File: src/rtl/pset4_pkg.sv
// Shared definitions for the pset4 pipeline: supported opcodes and the
// fetch-stage state encoding.
package pset4_pkg;

   localparam logic [7:0] OP_ADD_EAX_IMM  = 8'h05;
   localparam logic [7:0] OP_ADD_RM       = 8'h01;
   localparam logic [7:0] OP_MOV_RM       = 8'h89;
   localparam logic [7:0] OP_MOV_IMM_BASE = 8'hB8;
   localparam logic [7:0] OP_JMP_REL8     = 8'hEB;
   localparam logic [7:0] OP_JMP_REL32    = 8'hE9;
   localparam logic [7:0] OP_HLT          = 8'hF4;

   typedef enum logic [2:0] {
      REQ,
      WAIT,
      WAIT_DRAIN,
      HOLD,
      HALTED
   } fetch_state_t;

endpackage

File: src/rtl/adder32.sv
// Plain 32-bit wrapping adder shared by the pipeline stages.
module adder32 (
   input  logic [31:0] a,
   input  logic [31:0] b,
   output logic [31:0] sum
);

   assign sum = a + b;

endmodule

File: src/rtl/ilen_predecode.sv
// Combinational instruction-length pre-decode from the first opcode byte.
module ilen_predecode
   import pset4_pkg::*;
(
   input  logic [7:0]  b0,
   output logic [31:0] length,
   output logic        illegal
);

   always_comb begin
      // NOTE: every output gets a default before the case so no path leaves it unassigned (no latch).
      length  = 32'd1;
      illegal = 1'b0;
      if (b0[7:3] == OP_MOV_IMM_BASE[7:3]) begin
         length = 32'd5;
      end else begin
         case (b0)
            OP_ADD_EAX_IMM: length = 32'd5;
            OP_ADD_RM:      length = 32'd2;
            OP_MOV_RM:      length = 32'd2;
            OP_JMP_REL8:    length = 32'd2;
            OP_JMP_REL32:   length = 32'd5;
            OP_HLT:         length = 32'd1;
            default:        illegal = 1'b1;
         endcase
      end
   end

endmodule

File: src/rtl/fetch_stage.sv
// Pipeline front end: owns the PC, issues one imem read at a time, pre-decodes
// length and hands packets to decode; honours execute's jump/halt redirects.
module fetch_stage
   import pset4_pkg::*;
#(
   parameter logic [31:0] RESET_PC    = 32'h0000_0000,
   parameter int          FETCH_BYTES = 8
) (
   input  logic                       clk,
   input  logic                       rst_n,
   output logic                       imem_req,
   output logic [31:0]                imem_addr,
   input  logic                       imem_rvalid,
   input  logic [FETCH_BYTES*8-1:0]   imem_rdata,
   output logic                       out_valid,
   input  logic                       out_ready,
   output logic [31:0]                out_pc,
   output logic [31:0]                out_instr_length,
   output logic [FETCH_BYTES*8-1:0]   out_bytes,
   output logic                       out_illegal,
   input  logic                       ex_valid,
   input  logic                       ex_is_jmp,
   input  logic [31:0]                ex_jmp_target,
   input  logic                       ex_is_halt,
   output logic                       halted
);

   fetch_state_t state;
   logic [31:0]  pc;
   logic [31:0]  pc_seq;
   logic [31:0]  dec_len;
   logic         dec_illegal;
   logic         epoch;
   logic         req_epoch;
   logic         halt_hit;
   logic         redirect;

   assign halt_hit = ex_valid & ex_is_halt;
   assign redirect = ex_valid & ex_is_jmp & ~ex_is_halt;

   ilen_predecode u_predecode (
      .b0      (imem_rdata[7:0]),
      .length  (dec_len),
      .illegal (dec_illegal)
   );

   adder32 u_pc_add (
      .a   (pc),
      .b   (out_instr_length),
      .sum (pc_seq)
   );

   // NOTE: sequential state uses non-blocking assignments so every register samples pre-edge values.
   always_ff @(posedge clk or negedge rst_n) begin
      if (!rst_n) begin
         state            <= REQ;
         pc               <= RESET_PC;
         epoch            <= 1'b0;
         req_epoch        <= 1'b0;
         imem_req         <= 1'b0;
         imem_addr        <= 32'h0;
         out_valid        <= 1'b0;
         out_pc           <= 32'h0;
         out_instr_length <= 32'h0;
         out_bytes        <= '0;
         out_illegal      <= 1'b0;
         halted           <= 1'b0;
      end else begin
         imem_req <= 1'b0;
         if (state != HALTED && halt_hit) begin
            state     <= HALTED;
            out_valid <= 1'b0;
            halted    <= 1'b1;
         end else if (state != HALTED && redirect) begin
            pc        <= ex_jmp_target;
            epoch     <= ~epoch;
            out_valid <= 1'b0;
            // A read still in flight must be drained before a new one may issue.
            if ((state == WAIT || state == WAIT_DRAIN) && !imem_rvalid)
               state <= WAIT_DRAIN;
            else
               state <= REQ;
         end else begin
            case (state)
               REQ: begin
                  imem_req  <= 1'b1;
                  imem_addr <= pc;
                  req_epoch <= epoch;
                  state     <= WAIT;
               end
               WAIT: begin
                  if (imem_rvalid) begin
                     if (req_epoch == epoch) begin
                        out_pc           <= pc;
                        out_instr_length <= dec_len;
                        out_bytes        <= imem_rdata;
                        out_illegal      <= dec_illegal;
                        out_valid        <= 1'b1;
                        state            <= HOLD;
                     end else begin
                        state <= REQ;
                     end
                  end
               end
               WAIT_DRAIN: begin
                  if (imem_rvalid)
                     state <= REQ;
               end
               HOLD: begin
                  if (out_ready) begin
                     pc        <= pc_seq;
                     out_valid <= 1'b0;
                     state     <= REQ;
                  end
               end
               HALTED: begin
                  out_valid <= 1'b0;
               end
               default: state <= REQ;
            endcase
         end
      end
   end

endmodule

File: config.mk
export PLATFORM = sky130hd
export DESIGN_NAME = fetch_stage
export DESIGN_NICKNAME = d
export VERILOG_FILES = /design/src/rtl/pset4_pkg.sv /design/src/rtl/adder32.sv /design/src/rtl/ilen_predecode.sv /design/src/rtl/fetch_stage.sv
export SDC_FILE = /design/constraint.sdc
export NUM_CORES = 1
export LEC_CHECK = 0
export CAP_MARGIN = 20
export CELL_PAD_IN_SITES_DETAIL_PLACEMENT = 1
export CELL_PAD_IN_SITES_GLOBAL_PLACEMENT = 2
export CORE_UTILIZATION = 26
export DETAILED_ROUTE_END_ITERATION = 8
export PLACE_DENSITY = 0.74
export SKIP_CTS_REPAIR_TIMING = 1
export SLEW_MARGIN = 10
export SYNTH_ARGS = -nofsm -noshare
export SYNTH_HDL_FRONTEND = slang
export SYNTH_SLANG_ARGS = --single-unit
File: constraint.sdc
create_clock -name clk -period 2 [get_ports clk]
set_input_delay 0.2 -clock clk [delete_from_list [all_inputs] [get_ports clk]]
set_output_delay 0.2 -clock clk [all_outputs]
set_load 0.03 [all_outputs]
==> flow_metrics.py <==
metrics = {
    "pwr": {
        "p_per_area_nw_per_um2": 1490,
        "swShare_pct": 38.5,
        "intPower_w": 0.0110,
        "vdd_drop_max_mv": 0.541,
        "comb_power_share_pct": 48.4,
        "p_clk_share_pct": 20.0,
        "p_sw_w": 0.00688,
        "cellLeakagePower_nw": 5.10,
        "report.power.total_w": 0.0179,
        "seqPwrFrac_pct": 31.6,
    },
    "route": {
        "drc": 0,
        "wl_met3_mm": 1.88,
        "maxUsedRoutingLayer": "met4",
        "wl_per_cell_um": 18.3,
        "postRouteWirelength_mm": 24.5,
        "firstDrtPassIters": 4,
        "vias": 6226,
        "dr_wl_met2_mm": 12.0,
        "drt-initial-drc-count": 205,
        "viasPerCell": 4.63,
        "drtAntennaViolNets": 0,
        "drt-met1-wl_mm": 10.4,
    },
    "cells_and_area": {
        "fin_area_um2": 12000,
        "fillerInstances": 3117,
        "finish.utilization_pct": 41.3,
        "multi_input_area_um2": 3320,
        "drive_gt1_share_pct": 30.0,
        "nNetsFinal": 1054,
        "regArea_um2": 4310,
        "antennaDiodeCount": 0,
        "area_growth_syn_to_layout_pct": 54.4,
    },
    "global_routing": {
        "antenna_found_initial": 0,
        "grt_max_degree": 45,
        "grt_pass1_vias": 6609,
        "gr-total-overflow": 0,
        "grt_pass1_wl_mm": 38.5,
        "grt_usage_pct": 16.3,
    },
    "timing": {
        "finalHoldViolations": 0,
        "slew_violations": 0,
        "post-route-period-util_pct": 101,
        "rsz0062_at_grt": "yes",
        "finClkSkew_ns": 0.0138,
        "fin_crit_ns": 2.01,
        "timing.fmax_mhz": 496,
        "finalSetupViolCount": 2,
        "worst_slack_ns": -0.0148,
    },
    "worst_setup_path": {
        "reg2reg_to": "pc[15]",
        "critPathMaxFanout": 4,
        "ff2ff_setup_slack_ns": -0.01,
        "timing.rr.start": "out_instr_length[2]",
        "worstPathRequired_ns": 2.31,
        "cp-end-kind": "register",
        "startpoint": "out_instr_length[2]",
        "r2r_cells": 7,
        "cp-endpoint": "pc[15]",
        "cp-start-kind": "register",
        "cp.arrival_ns": 2.32,
        "path_class": "register to register",
    },
    "floorplan": {
        "rows": 62,
        "chipHeight_um": 175,
        "pin_count": 267,
        "start_util_pct": 26.7,
        "die_area_um2": 30600,
        "dieWidth_um": 175,
        "core-area_um2": 29100,
    },
    "clock_tree": {
        "cts_buffer_depth": 2,
        "clkTransAtPathRegs_ns": 0.08,
        "cts-root-buf": "clkbuf_16",
        "cts_tree": "done",
        "cts_buffers": 17,
        "htreeDepth": 4,
        "clock_latency_ns": 0.43,
        "cts_sinks": 172,
    },
    "logic_synthesis": {
        "synthCells": 625,
        "synth_enable_flop_cells": 0,
        "synth_area_um2": 7770,
        "avgSynthCellArea_um2": 12.4,
        "ys_warn_count": 0,
        "ys_seq_elements": 172,
        "yosysSeqAreaShare_pct": 55.4,
        "synth-main-ff-cell": "dfrtp_1",
        "async_flop_share_pct": 100,
        "synth_cell_types": 66,
    },
    "placement": {
        "hpwl_mm": 18.2,
        "finalWeightedCongestion": 0.758,
        "portBuffers": 237,
        "place_area_um2": 11300,
    },
    "flow_run": {
        "drv_cap": 0,
    },
    "outcome": {
        "status": "complete, but fails checks",
        "violations": "setup timing",
    },
    "min_path": {
        "hold_class": "input pin to asynchronous set/reset pin",
    },
}
kinds of logic after synthesis:
family | Yosys count | share of synthesized area, %
compound gates | 93 | 8.16
xor+xnor | 4 | 0.451
fa+ha+maj | 4 | 0.740
buf+inv | 60 | 4.84
flops | 172 | 55.4
mux | 132 | 19.1
other cells | 1 | 0.0482
simple gates | 159 | 11.3
metrics by stage:
step                      setup TNS, ns  std cells  hold WS (ns)  setup WS [ns]
after floorplan                       0        653       -0.0956        0.00384
after global placement            -4.22       1306         0.164        -0.0768
after detailed placement          -9.46       1306         0.159         -0.152
after CTS                        -0.374       1338        -0.305        -0.0875
after global routing             -0.356       1344         0.278        -0.0816
final                           -0.0173       1344         0.259        -0.0148
worst min path at each step:
stage | from | end | slack (ns) | cells past startpoint
6_report | rst_n | out_pc[17] | 0.26 | 2
3_5_place_dp | rst_n | out_pc[14] | 0.16 | 1
2_1_floorplan | rst_n | epoch | -0.1 | 0
3_3_place_gp | rst_n | out_pc[13] | 0.16 | 1
5_1_grt | rst_n | out_pc[17] | 0.28 | 2
4_1_cts | rst_n | out_pc[17] | -0.31 | 1
area by class of cell:
cell class / count / share of cell area (%)
Clock inverter: 12 / 1.33
Clock buffer: 20 / 3.89
Sequential cell: 172 / 35.9
Multi-Input combinational cell: 421 / 27.6
Inverter: 4 / 0.125
Timing Repair Buffer: 331 / 27.1
Tap cell: 384 / 4.00
state kept, by name, indices dropped and copies added (netlist names):
register	count
halted	1
req_epoch	1
out_instr_length	3
out_illegal	1
epoch	1
imem_req	1
imem_addr	32
out_bytes	64
state	3
out_valid	1
pc	32
out_pc	32
Yosys cell counts (3+ instances only):
master / instances / area share [%]
nor2_1: 32 / 1.5
buf_2: 16 / 1.0
nand2b_1: 4 / 0.32
clkbuf_1: 5 / 0.24
dfrtp_1: 172 / 55
o211ai_1: 4 / 0.39
a22oi_1: 7 / 0.68
nand4_1: 11 / 0.89
o21ai_0: 19 / 1.2
ha_1: 3 / 0.48
buf_4: 35 / 3.4
nor3_1: 15 / 0.97
inv_1: 4 / 0.19
o22ai_1: 9 / 0.72
a21oi_1: 22 / 1.4
a31oi_1: 3 / 0.24
nand3_1: 16 / 1.0
and3_1: 9 / 0.72
mux2_2: 128 / 19
mux2i_1: 4 / 0.51
nor4_1: 5 / 0.40
nand2_1: 35 / 1.7
or2_2: 3 / 0.24
nor3_2: 3 / 0.39
a211oi_1: 3 / 0.29
a22o_1: 3 / 0.34
power groups by stage:
stage	clock network (W)	registers [W]	logic, W
2_1_floorplan	0	0.00781	0.00257
3_3_place_gp	0	0.00566	0.00851
3_5_place_dp	0	0.00572	0.00862
4_1_cts	0.00370	0.00567	0.00867
5_1_grt	0.00382	0.00585	0.00917
6_report	0.00358	0.00564	0.00865
cells in the final DEF (no fill, tap or decap), drive strengths merged, types with 3 or more instances in the layout:
cell and count:
ha 3, nor3 18, buf 93, bufinv 3
nand3 18, o211ai 4, mux2 128, dfrtp 172
nand4 12, a31oi 3, clkinvlp 3, clkdlybuf4s50 236
nand2b 4, nor2 32, o21ai 20, nand2 36
nor4 6, and3 9, clkbuf 21, or2 3
nor4b 3, inv 6, mux2i 4, a21oi 23
a22o 3, a211oi 4, o22ai 9, clkinv 4
conb 29, a22oi 7
routing by layer:
| metal | vias to the layer above | GRT usage [%] |
|---|---|---|
| li1 | 2882 | - |
| met5 | - | 0 |
| met1 | 3138 | 21.0 |
| met2 | 190 | 26.7 |
| met4 | 0 | 3.77 |
| met3 | 16 | 5.09 |
critical path, stage by stage (launching register included):
cell and delay (ns):
dfrtp_2 0.43, ha_4 0.33, nand3_4 0.11, a211oi_4 0.33, buf_6 0.16, nand4_1 0.11
mux2i_1 0.15, a221o_1 0.27
No activity file was read; power rests on OpenSTA's default activity.
==> RTL change 1, RTL diff (same settings) <==
Set the parameter `FETCH_BYTES` to 16 (it was 8).
--- a/src/rtl/fetch_stage.sv
+++ b/src/rtl/fetch_stage.sv
@@ -6,3 +6,3 @@
    parameter logic [31:0] RESET_PC    = 32'h0000_0000,
-   parameter int          FETCH_BYTES = 8
+   parameter int          FETCH_BYTES = 16
 ) (
Ports: changed (resized imem_rdata and out_bytes); port bits go from 267 to 395. No check against the original RTL was run, so the function may have changed too.
==> RTL change 1 against the unedited design <==
- the run still ends with setup timing left
- combinational power is 42% higher
- worst setup slack worse by 87 ps
- power is 43% higher
- via count is 48% higher
- wire length is 54% higher
- die area is 31% higher
- worst hold slack worse by 92 ps
- area after synthesis is 31% higher
- sequential cell count is 64 higher
- design area is 36% higher
- sequential power is 43% higher
- first-iteration DRC count is 65% higher
- critical endpoint is now pc[18]$_DFFE_PN0P_
==> RTL change 1: results (changes against the unedited design) <==
Hold path
  • Min-delay worst type: input pin to flop

Clock network
  • CTS Buf Count: 29 (+12)
  • Reg clk slew, reported paths: 60 ps (-20 ps)
  • Clk_lat worst skew: 560 ps (+130 ps)
  • Htree depth: 1 (-3)

Synthesis
  • Synth cell types: 67 (+1.5%)
  • Most common library cells after synthesis: 515 x nand2_1, 236 x dfrtp_1, 33 x mux2_2
  • Top cells by area, synth: dfrtp_1 58%, nand2_1 19%, mux2_2 3.6%, buf_4 2.4%, nor2_1 1.1%

Route
  • Final Routed Wirelength: 37670 um (+54%)
  • DRT iter0 DRCs: 338 (+65%)

Placed design
  • Post-DP Area: 15230 sq um (+35%)
  • Inst Count DP: 2028 (+55%)
  • Gp weighted congestion: 0.8010 (+5.7%)
  • Worst slack at placement: -119.5 ps (+32.88 ps)

Cells and area
  • Ant diodes: 2 (+2)
  • Clock-cell share of area: 0.05624 (+0.004010)
  • FF+latch area: 5913 sq um (+37%)
  • Clock buffers: 40 (+100%)

Power and ir drop
  • Peak VDD IR: 718.3 uV (+33%)
  • Part of the power in combinational logic: 0.482 (-0.002)

Timing
  • Final setup viols: 8 (+6)
  • Fin worst setup slack: -101.4 ps (-86.64 ps)

Critical path
  • Worst setup path endpoint: pc[18]$_DFFE_PN0P_
  • CP Max Fanout: 7 (+3)

GRT
  • Largest net degree at the start of global routing: 58 (+29%)
  • GRT Total Usage: 0.1842 (+0.02108)
  • Vias in the first global route: 9541 (+44%)

Run status
  • Violated checks: setup timing
  • Status: complete, but fails checks
-- RTL change 1: cell count changes in the layout (fill, tap and decap cells not counted), sizes merged, moves of 2 or more --
cell,unedited run,this run
clkbuf,21,40
a21oi,23,20
clkdlybuf4s50,236,361
inv,6,3
diode,0,2
clkinvlp,3,1
dlymetal6s2s,0,3
nor2,32,30
dfrtp,172,236
mux2,128,33
buf,93,111
nand2,36,516
-- RTL change 1: cell families after synthesis --
family | Yosys count | share of synthesized area
flops | 236 | 0.5798
fa+ha+maj | 4 | 0.005651
buf+inv | 83 | 0.04483
xor+xnor | 4 | 0.003440
compound gates | 90 | 0.06068
mux | 37 | 0.04041
other cells | 1 | 0.0003682
simple gates | 640 | 0.2648
-- RTL change 1: per-layer routing --
layer  vias up  global-route usage  share of wire
li1       4420                   -              -
met1      4531              0.2404           0.43
met2       235              0.3034           0.49
met3        46             0.04301          0.065
met4         0             0.05344          0.021
met5         -                   0              0
==> RTL change 2, RTL diff (config.mk and constraints unchanged) <==
Made on the original files. Register the input `ex_jmp_target` before use. The logic sees it one clock later. The other inputs are not delayed to match.
--- a/src/rtl/fetch_stage.sv
+++ b/src/rtl/fetch_stage.sv
@@ -26,2 +26,8 @@
 );
+
+   logic [31:0] ex_jmp_target_q;
+
+   always_ff @(posedge clk) begin
+      ex_jmp_target_q <= ex_jmp_target;
+   end
 
@@ -74,3 +80,3 @@
          end else if (state != HALTED && redirect) begin
-            pc        <= ex_jmp_target;
+            pc        <= ex_jmp_target_q;
             epoch     <= ~epoch;
Check against the original RTL: not settled (the Yosys comparison gave no result); the edit may change what the design does.
==> RTL change 2 against the unedited design <==
- power is 14% higher
- synthesized cell count grew 5.8%
- area after synthesis grew 8.3%
- critical path type unchanged
- wire length up 3.6%
- worst setup slack worse by 7.5 ps
- design area increased by 8.3%
- sequential power is 14% higher
- clock skew decreased by 7.4 ps
- the run still ends with setup timing left
- die area is 8.2% higher
- sequential cell count rose by 32
==> RTL change 2: results (changes against the unedited design) <==
GRT
  • Global-route wire length before repair: 39980 um (+3.9%)
  • GRT Total Usage: 0.1527 (-0.01041)
  • Vias in the first global route: 6985 (+5.7%)
  • Largest net degree at the start of global routing: 55 (+22%)
  • Antenna violations before repair: 1 (+1)

Timing
  • Fin worst setup slack: -22.29 ps (-7.527 ps)
  • Clock skew: 6.417 ps (-7.374 ps)
  • Final setup viols: 39 (+37)

Critical path
  • Top delay family on crit path: simple AND/OR/NAND/NOR gates
  • Critical path data arrival time: 2420 ps (+100 ps)
  • Critical Path Slowest Stage Cell: or3b_4
  • CP Max Fanout: 35 (+31)

Synthesis
  • Post-Syn Instances: 661 (+5.8%)
  • Most common library cells after synthesis: 172 x dfrtp_1, 122 x mux2_2, 38 x nand2_1
  • Sequential share of the synthesized area: 0.5872 (+0.03363)
  • Synth cell types: 67 (+1.5%)
  • Post-synthesis async set-or-reset flop share: 0.8431 (-0.1569)
  • Yosys Warn Count: 0 (unchanged)
  • Top cells by area, synth: dfrtp_1 51%, mux2_2 16%, dfxtp_1 7.6%, buf_4 2.6%, nand2_1 1.7%

Hold path
  • Min-delay worst type: input pin to flop

Cells and area
  • Ant diodes: 0 (unchanged)
  • Nets: 1099 (+4.3%)
  • Number of fill cells in the layout: 3382 (+8.5%)
  • Max reg flops: 64 (unchanged)
  • Fraction of layout cells with a size suffix above 1: 0.3096 (+0.009594)

Clock network
  • Clk root buf: clkbuf_16
  • Reg clk slew, reported paths: 60 ps (-20 ps)
  • Clk_lat worst skew: 520 ps (+90 ps)
  • Htree depth: 1 (-3)
  • Clock buffer depth: 3 (+1)
  • CTS Buf Count: 25 (+8)

Run status
  • Status: complete, but fails checks
  • Violated checks: setup timing

Route
  • Final Routed Wirelength: 25420 um (+3.6%)
  • Vias per inst: 4.639 (+0.14%)
  • DRT iter0 DRCs: 236 (+15%)
  • DR WL/cell: 17.99 um (-1.5%)
  • Detailed Routing Iterations Pass 1: 4 (unchanged)

Placed design
  • Inst Count DP: 1359 (+4.1%)
  • Gp weighted congestion: 0.7903 (+4.3%)
  • Dpl hpwl: 18500 um (+1.6%)
  • Post-DP Area: 11850 sq um (+5.0%)

Power and ir drop
  • Pleak: 5.558 nW (+9.0%)
  • Peak VDD IR: 650.1 uV (+20%)
==> RTL change 2: path summary, 6_finish.rpt <==
check                      cells after the start  slack [ps]                              end                         from
hold reg to reg                                2         440               pc[24]$_DFFE_PN0P_  ex_jmp_target_q[24]$_DFF_P_
min in group asynchronous                      2         200               pc[22]$_DFFE_PN0P_                        rst_n
hold / removal                                 1         120      ex_jmp_target_q[26]$_DFF_P_            ex_jmp_target[26]
setup reg to reg                               5         -20            out_pc[6]$_DFFE_PN0P_         state[1]$_DFFE_PN0P_
max in group asynchronous                      3        1100  out_instr_length[0]$_DFFE_PN0P_                        rst_n
setup / recovery                               5         -20            out_pc[6]$_DFFE_PN0P_         state[1]$_DFFE_PN0P_
==> RTL change 2: power breakdown <==
| group | total (mW) | switching, mW | internal [mW] |
|---|---|---|---|
| clock network | 4.57 | 1.78 | 2.79 |
| registers | 6.45 | 0.855 | 5.59 |
| logic | 9.42 | 4.95 | 4.47 |
| total | 20.4 | 7.58 | 12.9 |
==> RTL change 2: cells by family (layout without fill, tap and decap cells) <==
logic type | Yosys count | after routing | share of synthesized area
other cells | 1 | 29 | 0.0004453
fa+ha+maj | 4 | 4 | 0.006836
flops | 204 | 204 | 0.5872
buf+inv | 65 | 387 | 0.04562
xor+xnor | 4 | 4 | 0.004161
mux | 131 | 131 | 0.1774
simple gates | 156 | 156 | 0.09777
compound gates | 96 | 96 | 0.08054
==> RTL change 2: metrics by stage <==
step                      setup WS [ps]  TNS (ps)
after floorplan                  -171.6     -7598
after global placement           -183.1    -17490
after detailed placement         -217.8    -19240
after CTS                        -159.5     -1360
after global routing             -75.71     -4782
final                            -22.29    -315.2
==> RTL change 2: final cells by class <==
class / instances / area, sq um / area share
Clock inverter: 16 / 163.9 / 0.01261
Multi-Input combinational cell: 420 / 3435 / 0.2643
Timing Repair Buffer: 339 / 3267 / 0.2514
Sequential cell: 204 / 4946 / 0.3806
Inverter: 2 / 7.507 / 0.0005776
Clock buffer: 30 / 674.4 / 0.05189
Tap cell: 402 / 503.0 / 0.03870
==> RTL change 2: metal layers <==
metal,vias to the layer above,GRT usage,share of wire
met3,33,0.03229,0.059
li1,3032,-,-
met1,3285,0.1962,0.44
met5,-,0,0.00051
met2,203,0.2646,0.49
met4,2,0.02992,0.016
